===== config.mk =====
export PLATFORM = sky130hd
export DESIGN_NAME = rv_lsu_flat
export DESIGN_NICKNAME = d
export VERILOG_FILES = /design/src/rtl/rv_lsu_pkg.sv /design/src/rtl/rv_lsu_if.sv /design/src/rtl/rv_lsu_align.sv /design/src/rtl/rv_lsu.sv /design/src/flat_wrapper.sv
export SDC_FILE = /design/constraint.sdc
export NUM_CORES = 1
export LEC_CHECK = 0
export ABC_AREA = 1
export BUFFER_PORTS_ARGS = -buffer_cell sky130_fd_sc_hd__clkbuf_2
export CAP_MARGIN = 10
export CORE_MARGIN = 1
export CORE_UTILIZATION = 52
export CTS_CLUSTER_DIAMETER = 40
export DETAILED_ROUTE_END_ITERATION = 10
export PLACE_DENSITY = 0.78
export SETUP_SLACK_MARGIN = 0.1
export SYNTH_ARGS = -nofsm -noshare
export SYNTH_HDL_FRONTEND = slang
export SYNTH_SLANG_ARGS = --single-unit

===== constraint.sdc =====
create_clock -name clk -period 2.2 [get_ports clk]
set_input_delay 0.44 -clock clk [delete_from_list [all_inputs] [get_ports clk]]
set_output_delay 0.44 -clock clk [all_outputs]
set_load 0.05 [all_outputs]

===== src/rtl/rv_lsu_pkg.sv =====
// Shared types and lane helpers for the RV32I load/store unit.
//   size_e  : access size as carried on req_size_i
//   state_e : LSU control state
//   lsu_extract : pick and extend a byte/half/word lane out of a memory word
//   lsu_merge   : replace a byte/half lane of a memory word with store data
package rv_lsu_pkg;

    typedef enum logic [1:0] {
        SZ_BYTE    = 2'b00,
        SZ_HALF    = 2'b01,
        SZ_WORD    = 2'b10,
        SZ_ILLEGAL = 2'b11
    } size_e;

    typedef enum logic [2:0] {
        ST_IDLE  = 3'd0,
        ST_LOAD  = 3'd1,
        ST_READ  = 3'd2,
        ST_WRITE = 3'd3,
        ST_RESP  = 3'd4
    } state_e;

    function automatic logic [31:0] lsu_extract(input logic [31:0] word,
                                                input logic [1:0]  offset,
                                                input size_e       size,
                                                input logic        is_unsigned);
        logic [7:0]  b;
        logic [15:0] h;
        logic [31:0] res;
        b   = 8'h00;
        h   = 16'h0000;
        res = 32'h0;
        case (offset)
            2'd0:    b = word[7:0];
            2'd1:    b = word[15:8];
            2'd2:    b = word[23:16];
            default: b = word[31:24];
        endcase
        h = offset[1] ? word[31:16] : word[15:0];
        case (size)
            SZ_BYTE: res = is_unsigned ? {24'h0, b} : {{24{b[7]}}, b};
            SZ_HALF: res = is_unsigned ? {16'h0, h} : {{16{h[15]}}, h};
            SZ_WORD: res = word;
            default: res = 32'h0;
        endcase
        return res;
    endfunction

    function automatic logic [31:0] lsu_merge(input logic [31:0] old_word,
                                              input logic [31:0] wdata,
                                              input logic [1:0]  offset,
                                              input size_e       size);
        logic [31:0] res;
        res = old_word;
        case (size)
            SZ_BYTE: begin
                case (offset)
                    2'd0:    res[7:0]   = wdata[7:0];
                    2'd1:    res[15:8]  = wdata[7:0];
                    2'd2:    res[23:16] = wdata[7:0];
                    default: res[31:24] = wdata[7:0];
                endcase
            end
            SZ_HALF: begin
                if (offset[1]) res[31:16] = wdata[15:0];
                else           res[15:0]  = wdata[15:0];
            end
            SZ_WORD: res = wdata;
            default: res = old_word;
        endcase
        return res;
    endfunction

endpackage


===== src/rtl/rv_lsu_if.sv =====
// Request/response handshake bundle between the execute stage and the LSU.
// Handshake: a request transfers on a rising clk edge where req_valid_i and
// req_ready_o are both 1; a response transfers on an edge where rsp_valid_o and
// rsp_ready_i are both 1. A raised valid and its payload stay stable until the
// transfer edge.
//   slave  : the LSU side
//   master : the execute-stage side (or a testbench driver)
interface rv_lsu_if;
    import rv_lsu_pkg::*;

    logic        req_valid_i;
    logic        req_ready_o;
    logic        req_wr_i;
    logic [1:0]  req_size_i;
    logic        req_unsigned_i;
    logic [31:0] req_addr_i;
    logic [31:0] req_wdata_i;
    logic        rsp_valid_o;
    logic        rsp_ready_i;
    logic [31:0] rsp_rdata_o;
    logic        rsp_err_o;

    modport slave (
        input  req_valid_i, req_wr_i, req_size_i, req_unsigned_i, req_addr_i,
               req_wdata_i, rsp_ready_i,
        output req_ready_o, rsp_valid_o, rsp_rdata_o, rsp_err_o
    );

    modport master (
        output req_valid_i, req_wr_i, req_size_i, req_unsigned_i, req_addr_i,
               req_wdata_i, rsp_ready_i,
        input  req_ready_o, rsp_valid_o, rsp_rdata_o, rsp_err_o
    );

endinterface


===== src/rtl/rv_lsu_align.sv =====
// Combinational lane logic for the LSU.
//   word_i  : memory word being loaded
//   old_i   : memory word read back for a sub-word store
//   wdata_i : right-aligned store data
//   offset_i, size_i, uns_i : captured addr[1:0], access size, zero-extend flag
//   load_o  : extended load value
//   merge_o : full word to write back
module rv_lsu_align
    import rv_lsu_pkg::*;
(
    input  logic [31:0] word_i,
    input  logic [31:0] old_i,
    input  logic [31:0] wdata_i,
    input  logic [1:0]  offset_i,
    input  size_e       size_i,
    input  logic        uns_i,
    output logic [31:0] load_o,
    output logic [31:0] merge_o
);

    always_comb begin
        load_o  = lsu_extract(word_i, offset_i, size_i, uns_i);
        merge_o = lsu_merge(old_i, wdata_i, offset_i, size_i);
    end

endmodule


===== src/rtl/rv_lsu.sv =====
// RV32I load/store unit in front of a word-indexed, whole-word-write data memory.
// Sub-word stores are done as read-modify-write since the memory has no byte enables.
//   clk, resetn      : core clock, asynchronous active-low reset
//   bus              : request/response handshake (rv_lsu_if.slave)
//   dmem_addr_o      : word index into the data memory
//   dmem_wr_o        : write strobe; memory writes on the rising edge
//   dmem_wr_data_o   : full word to write
//   dmem_data_i      : combinational read data for dmem_addr_o
//   dbg_state_o      : current control state
module rv_lsu
    import rv_lsu_pkg::*;
#(
    parameter int DMEM_WORDS = 1024
) (
    input  logic        clk,
    input  logic        resetn,
    rv_lsu_if.slave     bus,
    output logic [31:0] dmem_addr_o,
    output logic        dmem_wr_o,
    output logic [31:0] dmem_wr_data_o,
    input  logic [31:0] dmem_data_i,
    output state_e      dbg_state_o
);

    localparam logic [31:0] DMEM_WORDS_W = 32'(DMEM_WORDS);

    state_e      state_q, state_d;
    size_e       size_q;
    logic [31:0] addr_q;
    logic [31:0] wdata_q;
    logic        uns_q;
    logic [31:0] old_q;
    logic [31:0] rdata_q;
    logic        err_q;

    logic        accept;
    logic        req_err;
    logic [31:0] load_data;
    logic [31:0] merge_data;

    assign accept = bus.req_valid_i && (state_q == ST_IDLE);

    // Any of these faults skips memory entirely and answers with err=1.
    always_comb begin
        req_err = 1'b0;
        if (bus.req_size_i == 2'b11)                                req_err = 1'b1;
        if ((bus.req_size_i == 2'b01) && bus.req_addr_i[0])         req_err = 1'b1;
        if ((bus.req_size_i == 2'b10) && (bus.req_addr_i[1:0] != 2'b00)) req_err = 1'b1;
        if ({2'b00, bus.req_addr_i[31:2]} >= DMEM_WORDS_W)          req_err = 1'b1;
    end

    always_comb begin
        state_d = state_q;
        case (state_q)
            ST_IDLE: begin
                if (bus.req_valid_i) begin
                    if (req_err)                       state_d = ST_RESP;
                    else if (!bus.req_wr_i)            state_d = ST_LOAD;
                    else if (bus.req_size_i == 2'b10)  state_d = ST_WRITE;
                    else                               state_d = ST_READ;
                end
            end
            ST_LOAD:  state_d = ST_RESP;
            ST_READ:  state_d = ST_WRITE;
            ST_WRITE: state_d = ST_RESP;
            ST_RESP:  if (bus.rsp_ready_i) state_d = ST_IDLE;
            default:  state_d = ST_IDLE;
        endcase
    end

    always_ff @(posedge clk or negedge resetn) begin
        if (!resetn) begin
            state_q <= ST_IDLE;
            size_q  <= SZ_BYTE;
            addr_q  <= 32'h0;
            wdata_q <= 32'h0;
            uns_q   <= 1'b0;
            old_q   <= 32'h0;
            rdata_q <= 32'h0;
            err_q   <= 1'b0;
        end else begin
            state_q <= state_d;
            if (accept) begin
                size_q  <= size_e'(bus.req_size_i);
                addr_q  <= bus.req_addr_i;
                wdata_q <= bus.req_wdata_i;
                uns_q   <= bus.req_unsigned_i;
                err_q   <= req_err;
                // Stores and faults report zero; loads overwrite this in LOAD.
                rdata_q <= 32'h0;
            end
            if (state_q == ST_LOAD) rdata_q <= load_data;
            if (state_q == ST_READ) old_q   <= dmem_data_i;
        end
    end

    rv_lsu_align u_align (
        .word_i   (dmem_data_i),
        .old_i    (old_q),
        .wdata_i  (wdata_q),
        .offset_i (addr_q[1:0]),
        .size_i   (size_q),
        .uns_i    (uns_q),
        .load_o   (load_data),
        .merge_o  (merge_data)
    );

    // Memory-side outputs depend only on captured registers and state, so a
    // changing request bus can never disturb an access in flight.
    assign dmem_addr_o    = {2'b00, addr_q[31:2]};
    assign dmem_wr_o      = (state_q == ST_WRITE);
    assign dmem_wr_data_o = merge_data;

    assign bus.req_ready_o = (state_q == ST_IDLE);
    assign bus.rsp_valid_o = (state_q == ST_RESP);
    assign bus.rsp_rdata_o = rdata_q;
    assign bus.rsp_err_o   = err_q;

    assign dbg_state_o = state_q;

endmodule


===== src/flat_wrapper.sv =====
// flat-port wrapper written by rule: the top's interface ports become plain ports
module rv_lsu_flat import rv_lsu_pkg::*;
#(
    parameter int DMEM_WORDS = 1024
)
  (clk, resetn, dmem_addr_o, dmem_wr_o, dmem_wr_data_o, dmem_data_i, dbg_state_o, bus_req_valid_i, bus_req_wr_i, bus_req_size_i, bus_req_unsigned_i, bus_req_addr_i, bus_req_wdata_i, bus_rsp_ready_i, bus_req_ready_o, bus_rsp_valid_o, bus_rsp_rdata_o, bus_rsp_err_o);
  rv_lsu_if bus_i ();
  input  logic clk;
  input  logic resetn;
  output logic [31:0] dmem_addr_o;
  output logic dmem_wr_o;
  output logic [31:0] dmem_wr_data_o;
  input  logic [31:0] dmem_data_i;
  output state_e dbg_state_o;
  input wire logic [$bits(bus_i.req_valid_i)-1:0] bus_req_valid_i;
  input wire logic [$bits(bus_i.req_wr_i)-1:0] bus_req_wr_i;
  input wire logic [$bits(bus_i.req_size_i)-1:0] bus_req_size_i;
  input wire logic [$bits(bus_i.req_unsigned_i)-1:0] bus_req_unsigned_i;
  input wire logic [$bits(bus_i.req_addr_i)-1:0] bus_req_addr_i;
  input wire logic [$bits(bus_i.req_wdata_i)-1:0] bus_req_wdata_i;
  input wire logic [$bits(bus_i.rsp_ready_i)-1:0] bus_rsp_ready_i;
  output wire logic [$bits(bus_i.req_ready_o)-1:0] bus_req_ready_o;
  output wire logic [$bits(bus_i.rsp_valid_o)-1:0] bus_rsp_valid_o;
  output wire logic [$bits(bus_i.rsp_rdata_o)-1:0] bus_rsp_rdata_o;
  output wire logic [$bits(bus_i.rsp_err_o)-1:0] bus_rsp_err_o;
  assign bus_i.req_valid_i = bus_req_valid_i;
  assign bus_i.req_wr_i = bus_req_wr_i;
  assign bus_i.req_size_i = bus_req_size_i;
  assign bus_i.req_unsigned_i = bus_req_unsigned_i;
  assign bus_i.req_addr_i = bus_req_addr_i;
  assign bus_i.req_wdata_i = bus_req_wdata_i;
  assign bus_i.rsp_ready_i = bus_rsp_ready_i;
  assign bus_req_ready_o = bus_i.req_ready_o;
  assign bus_rsp_valid_o = bus_i.rsp_valid_o;
  assign bus_rsp_rdata_o = bus_i.rsp_rdata_o;
  assign bus_rsp_err_o = bus_i.rsp_err_o;
  rv_lsu #(.DMEM_WORDS(DMEM_WORDS)) u_core (.clk(clk), .resetn(resetn), .bus(bus_i), .dmem_addr_o(dmem_addr_o), .dmem_wr_o(dmem_wr_o), .dmem_wr_data_o(dmem_wr_data_o), .dmem_data_i(dmem_data_i), .dbg_state_o(dbg_state_o));
endmodule

---- Word-level counts from Yosys, hierarchy flattened ----
Cells that the tools add are included.
cells by class
  add/subtract/negate cells ............... 0
  shift-type cells ........................ 0
  muxes and demuxes ....................... 24
  equality and inequality tests ........... 13
  bitwise gates (word level) .............. 0
  order comparisons ....................... 1
  $mul .................................... 0
  div/mod/pow operators ................... 0
  reductions and logical operators ........ 11
operator list
  kind                                                    count
  one-hot mux 32 bit (3 select lines)                     2
  two-way mux 32 bit                                      4
  two-way mux 16 bit                                      3
  two-way mux 8 bit                                       4
  >= comparator 30 x 11 -> 1 bit (second input constant)  1
  one-hot mux 8 bit (3 select lines)                      1
  two-way mux 3 bit                                       4
  one-hot mux 3 bit (4 select lines)                      1
  equality test 2 bit (second input constant)             4
  equality test 2 x 1 -> 1 bit (second input constant)    3
  equality test 3 x 2 -> 1 bit (second input constant)    2
  two-way mux 1 bit                                       5
  logical NOT 2 bit                                       2
  inequality test 2 bit (second input constant)           2
  nonzero test 2 bit                                      2
  equality test 3 x 1 -> 1 bit (second input constant)    1
  equality test 3 bit (second input constant)             1
  logical AND 1 bit                                       3
  logical NOT 3 bit                                       1
  OR reduction 3 bit                                      1
  AND reduction 2 bit                                     1
  OR reduction 2 bit                                      1
word-level totals
  bits in writable memories ............... 0
  logic and storage cells ................. 57
  register bits ........................... 135
  output and inout port bits .............. 103
  memory bits (read-only) ................. 0
  latch bits .............................. 0
  memories ................................ 0

---- Logic depth before layout (Yosys ltp) ----
  word-level depth ........................ 8
  mapped depth ............................ 10

---- Hierarchy ----
Synthesis repeated with hierarchy kept, for this count alone.
unflattened totals
  cells, all modules ...................... 1,023
  area, all modules ....................... 8,025.2 um2
modules (own cells, without submodules)
  module        sequential area each (um2)  times used  cells an instance  area an instance (um2)
  rv_lsu        3,378.2                     1           447                5,554.1
  rv_lsu_align  0.0                         1           576                2,471.1

---- Least setup slack after synthesis ----
No wires, ideal clock.
  kind .................................... register to output
  start ................................... reg u_core.size_q[0]
  end ..................................... out dmem_wr_data_o[0]
  path buffers ............................ 1
  arrival time ............................ 2.157 ns
  cell stages (with the launch flop) ...... 7
  slack ................................... -0.397 ns
  required time ........................... 1.760 ns
  cells stage by stage .................... dfrtp_1 > nor2_1 > inv_2 > o21ai_1 > a21oi_2 > buf_2 > o21ai_0
between the ends
  word-level cells in the longest chain between the ends .. 2
  elaborated cells on any way between the ends .. 4
  those cells by class .................... eq/ne: 2; mux: 1; reduce/logical: 1
ends and longest elaborated chain
  element                                            RTL line            text
  start, declared                                    rv_lsu.sv:28        size_e size_q;
  start signal, assigned                             rv_lsu.sv:84        size_q <= size_e'(bus.req_size_i);
  equality test 2 bit, or another cell as far along  rv_lsu_pkg.sv:55    case (size)
  one-hot mux 32 bit (3 select lines) *              rv_lsu_pkg.sv:55
  end, declared                                      flat_wrapper.sv:12  output logic [31:0] dmem_wr_data_o;
Every way passes the cells marked *; elsewhere a longest branch is shown, timed or not.

---- Final worst setup path ----
  start ................................... reg u_core.addr_q[1]
  end ..................................... out dmem_wr_data_o[27]
between the ends
  word-level cells in the longest chain between the ends .. 4
  elaborated cells on any way between the ends .. 7
  those cells by class .................... eq/ne: 2; mux: 3; reduce/logical: 2
ends and longest elaborated chain
  element                                            RTL line          text
  start, declared                                    rv_lsu.sv:29      logic [31:0] addr_q;
  start signal, assigned                             rv_lsu.sv:85      addr_q <= bus.req_addr_i;
  equality test 2 bit, or another cell as far along  rv_lsu_pkg.sv:57  case (offset)
  OR reduction 3 bit (no source line)                -
  two-way mux 8 bit                                  rv_lsu_pkg.sv:57
  one-hot mux 32 bit (3 select lines) *              rv_lsu_pkg.sv:55
Marked as above.

==> out/summary.txt <==
CP max stage cell -> dfrtp_2
CTS Sinks -> 135
Gpl congestion -> 0.9617
Final Hold Fails -> 0
Req. time, crit path -> 1.76 ns
Most frequent cell after synthesis -> nand2_1
Startpoint Class -> flip-flop
Final-report setup violation count -> 32
Hold_ws -> 0.2024 ns
Initial Utilization -> 53.14%
Rel. slew slack -> 58.76%
Num rows -> 42
Design Power -> 17.91 mW
Syn Area/Cell -> 7.378 µm²
Most frequent cells after synthesis -> 424 x nand2_1, 135 x dfrtp_1, 90 x o21ai_0
Leak -> 5.287 nW
Antenna violations before repair -> 0
Grt ovf -> 0
Seq/Total Area, Yosys -> 48.20%
CTS Root Cell -> clkbuf_16
Vias in the first global route -> 6833
Synth-to-layout area growth -> 37.29%
RSZ-0062 raised after global routing -> true
Average wire per standard cell -> 16.57 µm
Fin nets -> 1249
# DRC -> 0
Outcome -> finished, violations left
Post-synth EDFFs -> 0
Post-detail-place hpwl -> 15230 µm
Share of post-route cells with drive strength above 1 -> 29.27%
Top cell type's share of synthesized area -> 48.20%
Die Ht -> 118.1 µm
Peak VDD IR -> 2.400 mV
Power per cell area -> 1861 nW/µm²
Vias per Instance -> 5.374
DRT iter0 DRCs -> 833
Final ANT Viol Nets -> 0
Ys Warns -> 0
Final period demand of the worst path -> 2.377 ns
Period utilisation layout -> 108.1%
Global Route Usage Sum -> 31.91%
Finished Cell Area -> 9623 µm²
Place WS -> 0.04208 ns
Fillers -> 987
Worst min path class -> in -> reg
# IOs -> 207
CTS Buffer Depth -> 2
Highest clock rate -> 420.6 MHz
First-pass GRT wire length -> 34360 µm
DP Area -> 8546 µm²
Top_reg_cell synth -> dfrtp_1
Worst EP arrival -> 1.94 ns
Setup crit end kind -> primary output
Gate Count Post-Synth -> 950
Synthesized cell area -> 7009 µm²
Asr flop ratio synth -> 100.0%
Setup CP Type -> reg -> out
Non-Filler Instances -> 1334
Port-buffer cells -> 204
Largest net degree at the start of global routing -> 64
Vias -> 7169
Setup Skew -> 0.007339 ns
Worst slew pin tran -> 0.6187 ns
Reg2Reg Setup Slack -> 0.40 ns
Synth top area cells -> dfrtp_1 48%, nand2_1 23%, o21ai_0 6.4%
Maxcap violations -> 0
Count of cell types in the netlist -> 30
Critical path cell sequence -> buf_4, a21oi_2, buf_4, nand2_1, o211ai_1, clkbuf_16
Area leader, netlist -> dfrtp_1
Most used cell, CP -> buf_4
Family with the most delay on the worst path -> buffers and inverters
# diodes -> 0
DR pass1 iterations -> 6
Core footprint -> 13190 µm²
Failing checks -> negative setup slack
Placed cells -> 1281
Die area -> 13950 µm²
TritonCTS clock tree -> yes
CP bufs+invs -> 3
CTS Buf Count -> 17
Setup ws final -> -0.1775 ns
Crit path max fanout -> 8
CTS H-tree lvls -> 4
Flops & latches, synth -> 135
Worst-Skew Late Latency -> 0.43 ns
Reg clk slew, reported paths -> 0.06 ns
Final WL -> 22100 µm
Final Max Tran Viols -> 0
Crit path largest cell delay -> 0.47 ns
Die width -> 118.1 µm
-- power by group --
part	total [mW]	switching, mW	leakage, nW	internal (mW)
combinational	11.1	6.96	3.35	4.18
clock	3.16	1.09	0.316	2.07
sequential	3.61	0.507	1.63	3.11
total	17.9	8.56	5.29	9.35
-- placed cells by master (no fill, tap or decap), types with 14 or more instances in the layout --
cell type  instances
nor2_1            36
o21ai_0           71
o21ai_1           25
o211ai_1          28
buf_12            30
buf_4             34
nand3_1           14
clkbuf_16         22
dfrtp_1          132
clkbuf_2         170
a21oi_1           18
nand2_1          411
inv_1             70
-- flip-flops by register name, summed over array words and instances, names as in the netlist --
name	count
u_core.bus.rsp_rdata_o	32
u_core.addr_q	32
u_core.bus.rsp_err_o	1
u_core.dbg_state_o	3
u_core.wdata_q	32
u_core.uns_q	1
u_core.old_q	32
u_core.size_q	2
-- worst reg2reg max path, cell delays in order, from the launching register on --
cell	delay, ns
dfrtp_1	0.44
nor2_2	0.18
nand2_1	0.13
nor2_4	0.31
inv_4	0.31
nand2_1	0.21
nand2_1	0.08
-- stage by stage --
stage | TNS, ns | util, %
final | -4.605 | 72.96
after global placement | 0 | 64.79
after global routing | -6.531 | 72.96
after CTS | -3.569 | 71.89
after detailed placement | 0 | 64.79
after floorplan | -0.4467 | -
-- kinds of logic (layout without fill, tap and decap cells) --
logic type / count (synthesis) / after routing / share of synthesized area (%)
AO/OA/AOI/OAI: 169 / 169 / 13.75
buffers and inverters: 155 / 362 / 10.75
flip-flops: 135 / 135 / 48.20
multiplexers: 3 / 3 / 0.4819
other: 1 / 2 / 0.05350
AND/OR/NAND/NOR: 487 / 487 / 26.78
-- area by class of cell --
type                    count  area, µm²  share of cell area, %
repair buffers            251       1963                  20.40
well taps                 176      220.2                  2.288
inverters                  79      306.5                  3.186
flip-flops and latches    135       3382                  35.14
clock buffers              20      456.7                  4.746
clock inverters            12      197.7                  2.054
multi-input cells         661       3097                  32.18
-- layer usage --
metal	global-route usage, %	wire length, µm	vias to the layer above
met5	0	0	-
met4	15.30	915	0
met3	7.413	1968	80
met2	51.40	10540	407
met1	40.56	8679	3332
li1	-	-	3350
-- path summary, 6_finish.rpt --
path / cells after the start / end / start
hold reg to reg: 2 / u_core.addr_q[3] / u_core.addr_q[3]
setup / recovery: 6 / dmem_wr_data_o[27] / u_core.addr_q[1]
min in group asynchronous: 2 / u_core.bus.rsp_rdata_o[5] / resetn
max in group asynchronous: 3 / u_core.wdata_q[12] / resetn
setup reg to reg: 6 / u_core.wdata_q[31] / u_core.dbg_state_o[0]
hold / removal: 3 / u_core.wdata_q[16] / bus_req_wdata_i[16]
-- timing repair --
item                       in CTS  in global routing
gates resized for setup        48                 39
setup endpoints to repair      32                 87
buffers inserted               13                  6
gates cloned                    1                  0
pin swaps                      17                 17
hold buffers                    1                  0
hold endpoints to repair       42                  0
No activity file was read; power rests on OpenSTA's default activity.
